File: src/rtl/uart_pkg.sv
// Shared definitions for the host-side UART receiver: data width, default
// baud constants and the receiver FSM state encoding.
// The PARITY state only exists when UART_RX_PARITY_EN is defined.
package uart_pkg;

  localparam int UART_DATA_W      = 8;
  localparam int SYS_CLK_HZ       = 100_000_000;
  localparam int BAUD             = 115200;
  localparam int CLKS_PER_BIT_DEF = SYS_CLK_HZ / BAUD;

  typedef enum logic [2:0] {
    S_IDLE      = 3'd0,
    S_START     = 3'd1,
    S_DATA      = 3'd2,
`ifdef UART_RX_PARITY_EN
    S_PARITY    = 3'd3,
`endif
    S_STOP      = 3'd4,
    S_WAIT_HIGH = 3'd5
  } uart_state_t;

endpackage

File: src/rtl/uart_rx_host_if.sv
// Host read/error bundle of the UART receiver.
// Handshake: rd_data is the show-ahead FIFO head and is meaningful while
// rd_valid is high; a byte is consumed on every rising clk edge where
// rd_valid and rd_en are both high (rd_en while rd_valid is low is ignored).
// The error flags are sticky until clr_err is sampled high.
interface uart_rx_host_if;
  import uart_pkg::*;

  logic                   rd_en;
  logic                   clr_err;
  logic [UART_DATA_W-1:0] rd_data;
  logic                   rd_valid;
  logic                   overflow;
  logic                   frame_err;
  logic                   parity_err;

  // master: the consumer reading bytes out of the receiver
  modport master (
    output rd_en, clr_err,
    input  rd_data, rd_valid, overflow, frame_err, parity_err
  );

  // slave: the receiver itself
  modport slave (
    input  rd_en, clr_err,
    output rd_data, rd_valid, overflow, frame_err, parity_err
  );

endinterface

File: src/rtl/uart_rx_fifo.sv
// Show-ahead receive FIFO. Pointers carry one extra wrap bit so full and
// empty fall out of a compare of the MSBs. A pop on an empty FIFO is
// ignored; a push into a full FIFO only lands when a pop happens with it.
module uart_rx_fifo
  import uart_pkg::*;
#(
  parameter int DEPTH = 8
) (
  input  logic                   clk,
  input  logic                   rst_n,
  input  logic                   push,
  input  logic [UART_DATA_W-1:0] push_data,
  input  logic                   pop,
  output logic [UART_DATA_W-1:0] pop_data,
  output logic                   full,
  output logic                   empty
);

  localparam int AW = $clog2(DEPTH);

  logic [UART_DATA_W-1:0] mem [DEPTH];
  logic [AW:0]            wr_ptr;
  logic [AW:0]            rd_ptr;
  logic                   pop_ok;
  logic                   push_ok;

  assign empty    = (wr_ptr == rd_ptr);
  assign full     = (wr_ptr[AW] != rd_ptr[AW]) && (wr_ptr[AW-1:0] == rd_ptr[AW-1:0]);
  assign pop_ok   = pop && !empty;
  assign push_ok  = push && (!full || pop_ok);
  assign pop_data = empty ? '0 : mem[rd_ptr[AW-1:0]];

  // Pointer update; reset flushes the contents by equating the pointers
  always_ff @(posedge clk) begin
    if (!rst_n) begin
      wr_ptr <= '0;
      rd_ptr <= '0;
    end else begin
      if (push_ok) wr_ptr <= wr_ptr + 1'b1;
      if (pop_ok)  rd_ptr <= rd_ptr + 1'b1;
    end
  end

  // Storage write; contents need no reset because empty masks the output
  always_ff @(posedge clk) begin
    if (push_ok) mem[wr_ptr[AW-1:0]] <= push_data;
  end

endmodule

File: src/rtl/uart_rx_host.sv
// Host-side UART receiver for the CPU Tx line. Synchronizes rx, times bit
// centres with a bit-period counter, shifts data in LSB first and pushes
// good bytes into a show-ahead FIFO. Sticky framing/parity/overflow flags.
// Build option: define UART_RX_PARITY_EN for 8E1 frames with a live
// parity_err; otherwise frames are 8N1 and parity_err is constant 0.
module uart_rx_host
  import uart_pkg::*;
#(
  parameter int CLKS_PER_BIT = CLKS_PER_BIT_DEF,
  parameter int FIFO_DEPTH   = 8
) (
  input  logic        clk,
  input  logic        rst_n,
  input  logic        rx,
  uart_rx_host_if.slave host,
  output uart_state_t dbg_state
);

  localparam int            CW       = $clog2(CLKS_PER_BIT);
  localparam logic [CW-1:0] CNT_LAST = CW'(CLKS_PER_BIT - 1);
  localparam logic [CW-1:0] CNT_HALF = CW'(CLKS_PER_BIT / 2 - 1);

  logic                   rx_meta;
  logic                   rxs;
  uart_state_t            state;
  logic [CW-1:0]          cnt;
  logic [2:0]             bit_idx;
  logic [UART_DATA_W-1:0] shreg;
  logic                   push_q;
  logic [UART_DATA_W-1:0] push_data;
  logic                   frame_set;
`ifdef UART_RX_PARITY_EN
  logic                   par_bad;
  logic                   par_set;
  logic                   parity_flag;
`endif
  logic                   frame_flag;
  logic                   ovf_flag;
  logic                   ovf_set;
  logic                   fifo_push;
  logic                   fifo_full;
  logic                   fifo_empty;

  assign dbg_state = state;

  // Two-flop synchronizer; idles high so reset does not look like a start bit
  always_ff @(posedge clk) begin
    if (!rst_n) begin
      rx_meta <= 1'b1;
      rxs     <= 1'b1;
    end else begin
      rx_meta <= rx;
      rxs     <= rx_meta;
    end
  end

  // Receiver FSM: bit-centre sampling, byte assembly, registered push/error pulses
  always_ff @(posedge clk) begin
    if (!rst_n) begin
      state     <= S_IDLE;
      cnt       <= '0;
      bit_idx   <= '0;
      shreg     <= '0;
      push_q    <= 1'b0;
      push_data <= '0;
      frame_set <= 1'b0;
`ifdef UART_RX_PARITY_EN
      par_bad   <= 1'b0;
      par_set   <= 1'b0;
`endif
    end else begin
      push_q    <= 1'b0;
      frame_set <= 1'b0;
`ifdef UART_RX_PARITY_EN
      par_set   <= 1'b0;
`endif
      case (state)
        S_IDLE: begin
          if (!rxs) begin
            state <= S_START;
            cnt   <= '0;
          end
        end
        S_START: begin
          if (cnt == CNT_HALF) begin
            cnt     <= '0;
            bit_idx <= '0;
            // a start bit that has gone high again by mid-bit is a glitch
            state   <= rxs ? S_IDLE : S_DATA;
          end else begin
            cnt <= cnt + 1'b1;
          end
        end
        S_DATA: begin
          if (cnt == CNT_LAST) begin
            cnt   <= '0;
            shreg <= {rxs, shreg[UART_DATA_W-1:1]};
            if (bit_idx == 3'd7) begin
`ifdef UART_RX_PARITY_EN
              state <= S_PARITY;
`else
              state <= S_STOP;
`endif
            end else begin
              bit_idx <= bit_idx + 1'b1;
            end
          end else begin
            cnt <= cnt + 1'b1;
          end
        end
`ifdef UART_RX_PARITY_EN
        S_PARITY: begin
          if (cnt == CNT_LAST) begin
            cnt     <= '0;
            // even parity: data bits plus parity bit hold an even number of ones
            par_bad <= rxs ^ (^shreg);
            state   <= S_STOP;
          end else begin
            cnt <= cnt + 1'b1;
          end
        end
`endif
        S_STOP: begin
          if (cnt == CNT_LAST) begin
            cnt <= '0;
            if (rxs) begin
`ifdef UART_RX_PARITY_EN
              if (par_bad) begin
                par_set <= 1'b1;
              end else begin
                push_q    <= 1'b1;
                push_data <= shreg;
              end
`else
              push_q    <= 1'b1;
              push_data <= shreg;
`endif
              // back to IDLE at mid-stop so a back-to-back start is caught
              state <= S_IDLE;
            end else begin
              frame_set <= 1'b1;
              state     <= S_WAIT_HIGH;
            end
          end else begin
            cnt <= cnt + 1'b1;
          end
        end
        S_WAIT_HIGH: begin
          // a held-low line (break) must not re-trigger start detection
          if (rxs) state <= S_IDLE;
        end
        default: state <= S_IDLE;
      endcase
    end
  end

  // A full FIFO still takes the byte when the host pops in the same cycle
  assign fifo_push = push_q && (!fifo_full || host.rd_en);
  assign ovf_set   = push_q && fifo_full && !host.rd_en;

  // Sticky error flags; a clear wins over a set in the same cycle
  always_ff @(posedge clk) begin
    if (!rst_n) begin
      frame_flag  <= 1'b0;
      ovf_flag    <= 1'b0;
`ifdef UART_RX_PARITY_EN
      parity_flag <= 1'b0;
`endif
    end else if (host.clr_err) begin
      frame_flag  <= 1'b0;
      ovf_flag    <= 1'b0;
`ifdef UART_RX_PARITY_EN
      parity_flag <= 1'b0;
`endif
    end else begin
      if (frame_set) frame_flag  <= 1'b1;
      if (ovf_set)   ovf_flag    <= 1'b1;
`ifdef UART_RX_PARITY_EN
      if (par_set)   parity_flag <= 1'b1;
`endif
    end
  end

  uart_rx_fifo #(
    .DEPTH (FIFO_DEPTH)
  ) u_fifo (
    .clk       (clk),
    .rst_n     (rst_n),
    .push      (fifo_push),
    .push_data (push_data),
    .pop       (host.rd_en),
    .pop_data  (host.rd_data),
    .full      (fifo_full),
    .empty     (fifo_empty)
  );

  assign host.rd_valid  = !fifo_empty;
  assign host.overflow  = ovf_flag;
  assign host.frame_err = frame_flag;
`ifdef UART_RX_PARITY_EN
  assign host.parity_err = parity_flag;
`else
  assign host.parity_err = 1'b0;
`endif

endmodule

File: src/flat_wrapper.sv
// flat-port wrapper written by rule: the top's interface ports become plain ports
module uart_rx_host_flat import uart_pkg::*;
#(
  parameter int CLKS_PER_BIT = CLKS_PER_BIT_DEF,
  parameter int FIFO_DEPTH   = 8
)
  (clk, rst_n, rx, dbg_state, host_rd_en, host_clr_err, host_rd_data, host_rd_valid, host_overflow, host_frame_err, host_parity_err);
  uart_rx_host_if host_i ();
  input  logic clk;
  input  logic rst_n;
  input  logic rx;
  output uart_state_t dbg_state;
  input wire logic [$bits(host_i.rd_en)-1:0] host_rd_en;
  input wire logic [$bits(host_i.clr_err)-1:0] host_clr_err;
  output wire logic [$bits(host_i.rd_data)-1:0] host_rd_data;
  output wire logic [$bits(host_i.rd_valid)-1:0] host_rd_valid;
  output wire logic [$bits(host_i.overflow)-1:0] host_overflow;
  output wire logic [$bits(host_i.frame_err)-1:0] host_frame_err;
  output wire logic [$bits(host_i.parity_err)-1:0] host_parity_err;
  assign host_i.rd_en = host_rd_en;
  assign host_i.clr_err = host_clr_err;
  assign host_rd_data = host_i.rd_data;
  assign host_rd_valid = host_i.rd_valid;
  assign host_overflow = host_i.overflow;
  assign host_frame_err = host_i.frame_err;
  assign host_parity_err = host_i.parity_err;
  uart_rx_host #(.CLKS_PER_BIT(CLKS_PER_BIT), .FIFO_DEPTH(FIFO_DEPTH)) u_core (.clk(clk), .rst_n(rst_n), .rx(rx), .host(host_i), .dbg_state(dbg_state));
endmodule
File: config.mk
export PLATFORM = sky130hd
export DESIGN_NAME = uart_rx_host_flat
export DESIGN_NICKNAME = d
export VERILOG_FILES = /design/src/rtl/uart_pkg.sv /design/src/rtl/uart_rx_host_if.sv /design/src/rtl/uart_rx_fifo.sv /design/src/rtl/uart_rx_host.sv /design/src/flat_wrapper.sv
export SDC_FILE = /design/constraint.sdc
export NUM_CORES = 1
export LEC_CHECK = 0
export CAP_MARGIN = 5
export CORE_ASPECT_RATIO = 1.75
export CORE_MARGIN = 10
export CORE_UTILIZATION = 64
export DETAILED_ROUTE_END_ITERATION = 6
export PLACE_DENSITY_LB_ADDON = 0.25
export SLEW_MARGIN = 0
export SYNTH_ARGS = -nofsm -noshare
export SYNTH_HDL_FRONTEND = slang
export SYNTH_SLANG_ARGS = --single-unit
File: constraint.sdc
create_clock -name clk -period 4.7 [get_ports clk]
set_clock_uncertainty 0.15 [all_clocks]
set_input_delay 0.705 -clock clk [delete_from_list [all_inputs] [get_ports clk]]
set_output_delay 0.705 -clock clk [all_outputs]
set_load 0.01 [all_outputs]
==> out/metrics.yaml <==
status: "finished clean"
clkLatencyLatePin_ns: 0.40
finalCriticalPeriod_ns: 3.597
start_kind: "flop"
fin_hold_ws_ns: 0.2672
synth.net_count: 371
synth_top_area_share: 0.4128
met3_length_um: 312
tritoncts: "done"
synth-seq-cells: 113
cts-resized-gates: 0
drive_gt1_frac: 0.1392
gp_congestion: 0.7784
ys_top_cells_by_area: "edfxtp_1 41%, dfxtp_1 21%, mux4_2 7.7%, mux2i_1 5.6%, nor2_1 3.8%"
worstMarginPinSlew_ns: 1.059
stdcell_area_um2: 5460
synth_enable_flop_cells: 64
overflow: 0
antenna_found_initial: 0
coreArea_um2: 7131
clock-root-buffer: "clkbuf_16"
fin_util: 0.7657
boundaryPins: 20
row_count: 41
yosys_warnings: 0
drtIter0Drc: 165
tns_ns: 0
setup_viol: 0
reg2reg_slack_ns: 1.95
die_h_um: 132.8
nFillCells: 436
drc: 0
top_layer: "met4"
synth_cell_types: 50
syn_area_um2: 4656
totalWireLength_um: 8710
rr_startpoint: "u_core.cnt[0]"
die_area_um2: 11220
min_path_type: "reg -> reg"
clockBufferDepth: 2
yosysSeqAreaShare: 0.6235
peakVddDrop_mv: 0.3010
start_util: 0.6529
final_nets: 393
min-delay-start: "u_core.rx_meta"
vias: 2862
firstDrtPassIters: 4
numCtsBuffers: 17
critical_path_class: "reg -> out"
area_growth_pct: 17.28
via_per_inst: 5.950
fmax_mhz: 278.0
crit_fanout: 16
syn_inst: 360
antenna_left: 0
grt_first_pass_wirelength_um: 14600
drt-met1-wl_um: 3363
grt_usage: 0.1653
htree_levels: 4
drv_cap: 0
place.port_buffers: 18
yosys_most_used_dff: "edfxtp_1"
power_leakage_nw: 1.803
drv_slew: 0
critPathArrivalTime_ns: 2.74
clk_pin_slew_ns: 0.05
met2RoutedLength_um: 4831
slew_headroom: 0.2933
dieWidth_um: 84.48
place_area_um2: 4902
place_hpwl_um: 5754
wl_per_cell_um: 18.11
grt_pass1_vias: 2981
rsz0062_at_grt: "false"
min_period_over_period: 0.7653
cts_sinks: 113
worstSetupEndpointType: "primary output"
holdBufCountCts: 0
grt_max_degree: 39
synth.avg_cell_area_um2: 12.93
hold_violations: 0
cts_setup_buffers: 0
diodes: 0
yosys.area.top_type: "edfxtp_1"
power.density_nw_per_um2: 411.2
synthArstFlopShare: 0
critPathRequiredTime_ns: 3.85
## flip-flops by register name, summed over array words and instances, names as in the netlist, named ones only
| signal | count |
|---|---|
| u_core.dbg_state | 3 |
| u_core.cnt | 10 |
| u_core.push_data | 8 |
| u_core.host.overflow | 1 |
| u_core.u_fifo.mem | 64 |
| u_core.host.frame_err | 1 |
| u_core.shreg | 8 |
| u_core.rxs | 1 |
| u_core.u_fifo.wr_ptr | 4 |
| u_core.u_fifo.rd_ptr | 4 |
| u_core.rx_meta | 1 |
| u_core.push_q | 1 |
| u_core.bit_idx | 3 |
| u_core.frame_set | 1 |
## critical path: stages (launching register included)
cell             delay [ns]
dfxtp_1                1.02
mux4_2                 0.62
mux2i_1                0.15
nor2_1                 0.05
clkdlybuf4s50_1        0.49
## per-stage QoR
stage	setup slack [ns]	cells	power (mW)
after floorplan	2.107	360	1.081
after detailed placement	1.337	448	1.091
after CTS	1.015	480	2.255
after global placement	1.313	448	1.090
after global routing	0.8592	481	2.313
final	1.103	481	2.245
## cell usage after synthesis, drive strengths merged (2+ instances only)
library cell	instances
edfxtp	64
dfxtp	49
nor2	48
nand2	28
mux2i	26
mux4	16
clkbuf	15
a21oi	9
o21ai	9
nand2b	7
nor3	7
xnor2	7
ha	6
inv	6
nand3	6
buf	5
or4	5
a31oi	4
nor4	4
xor2	4
and2	3
nand4	3
nand4b	3
a211oi	2
and3	2
nand3b	2
or2	2
## cells in the final DEF (no fill, tap or decap), drive strengths merged, types with 3 or more instances in the layout
cell,n
nor3,7
a21oi,9
mux4,16
buf,5
inv,6
nand2,28
ha,6
clkdlybuf4s50,18
dfxtp,49
xnor2,7
a31oi,4
clkinvlp,4
clkbuf,22
nand4,3
edfxtp,64
nand3,6
o21ai,9
nand4b,3
nand2b,7
xor2,4
or4,5
nor2,48
and2,3
clkinv,5
mux2i,26
nor4,4
## kinds of logic after synthesis
family / Yosys count / share of synthesized area
AOI/OAI and AO/OA: 38 / 0.05456
xor gates and xnor gates: 11 / 0.02069
adders and majority gates: 6 / 0.01612
buffers and inverters: 26 / 0.02231
DFF: 113 / 0.6235
muxes: 42 / 0.1333
other: 1 / 0.0008055
and+or+nand+nor: 123 / 0.1287
## report_power, final
| group | internal, mW | total [mW] | switching, mW |
|---|---|---|---|
| Sequential | 1.04 | 1.04 | 0.00401 |
| Combinational | 0.0114 | 0.0309 | 0.0196 |
| Clock | 0.748 | 1.17 | 0.425 |
## routing by layer
metal  GRT usage  vias to the layer above
met2      0.2852                       51
met1      0.1707                     1420
met4     0.09191                        0
li1            -                     1373
met3     0.05347                       18
met5           0                        -
## area by class of cell
type                    count  area (um2)  area share
flip-flops and latches    113        2903      0.5316
multi-input cells         221        1659      0.3038
clock buffers              22       464.2     0.08501
repair buffers             23       217.7     0.03987
well taps                  86       107.6     0.01971
clock inverters            10       86.33     0.01581
inverters                   6       22.52    0.004125
## final timing paths
kind                         endpoint  cells after the start
setup / recovery      host_rd_data[3]                      4
setup reg to reg  u_core.dbg_state[0]                      6
hold reg to reg            u_core.rxs                      1
hold / removal             u_core.rxs                      1
(Power assumes the default switching activity.)
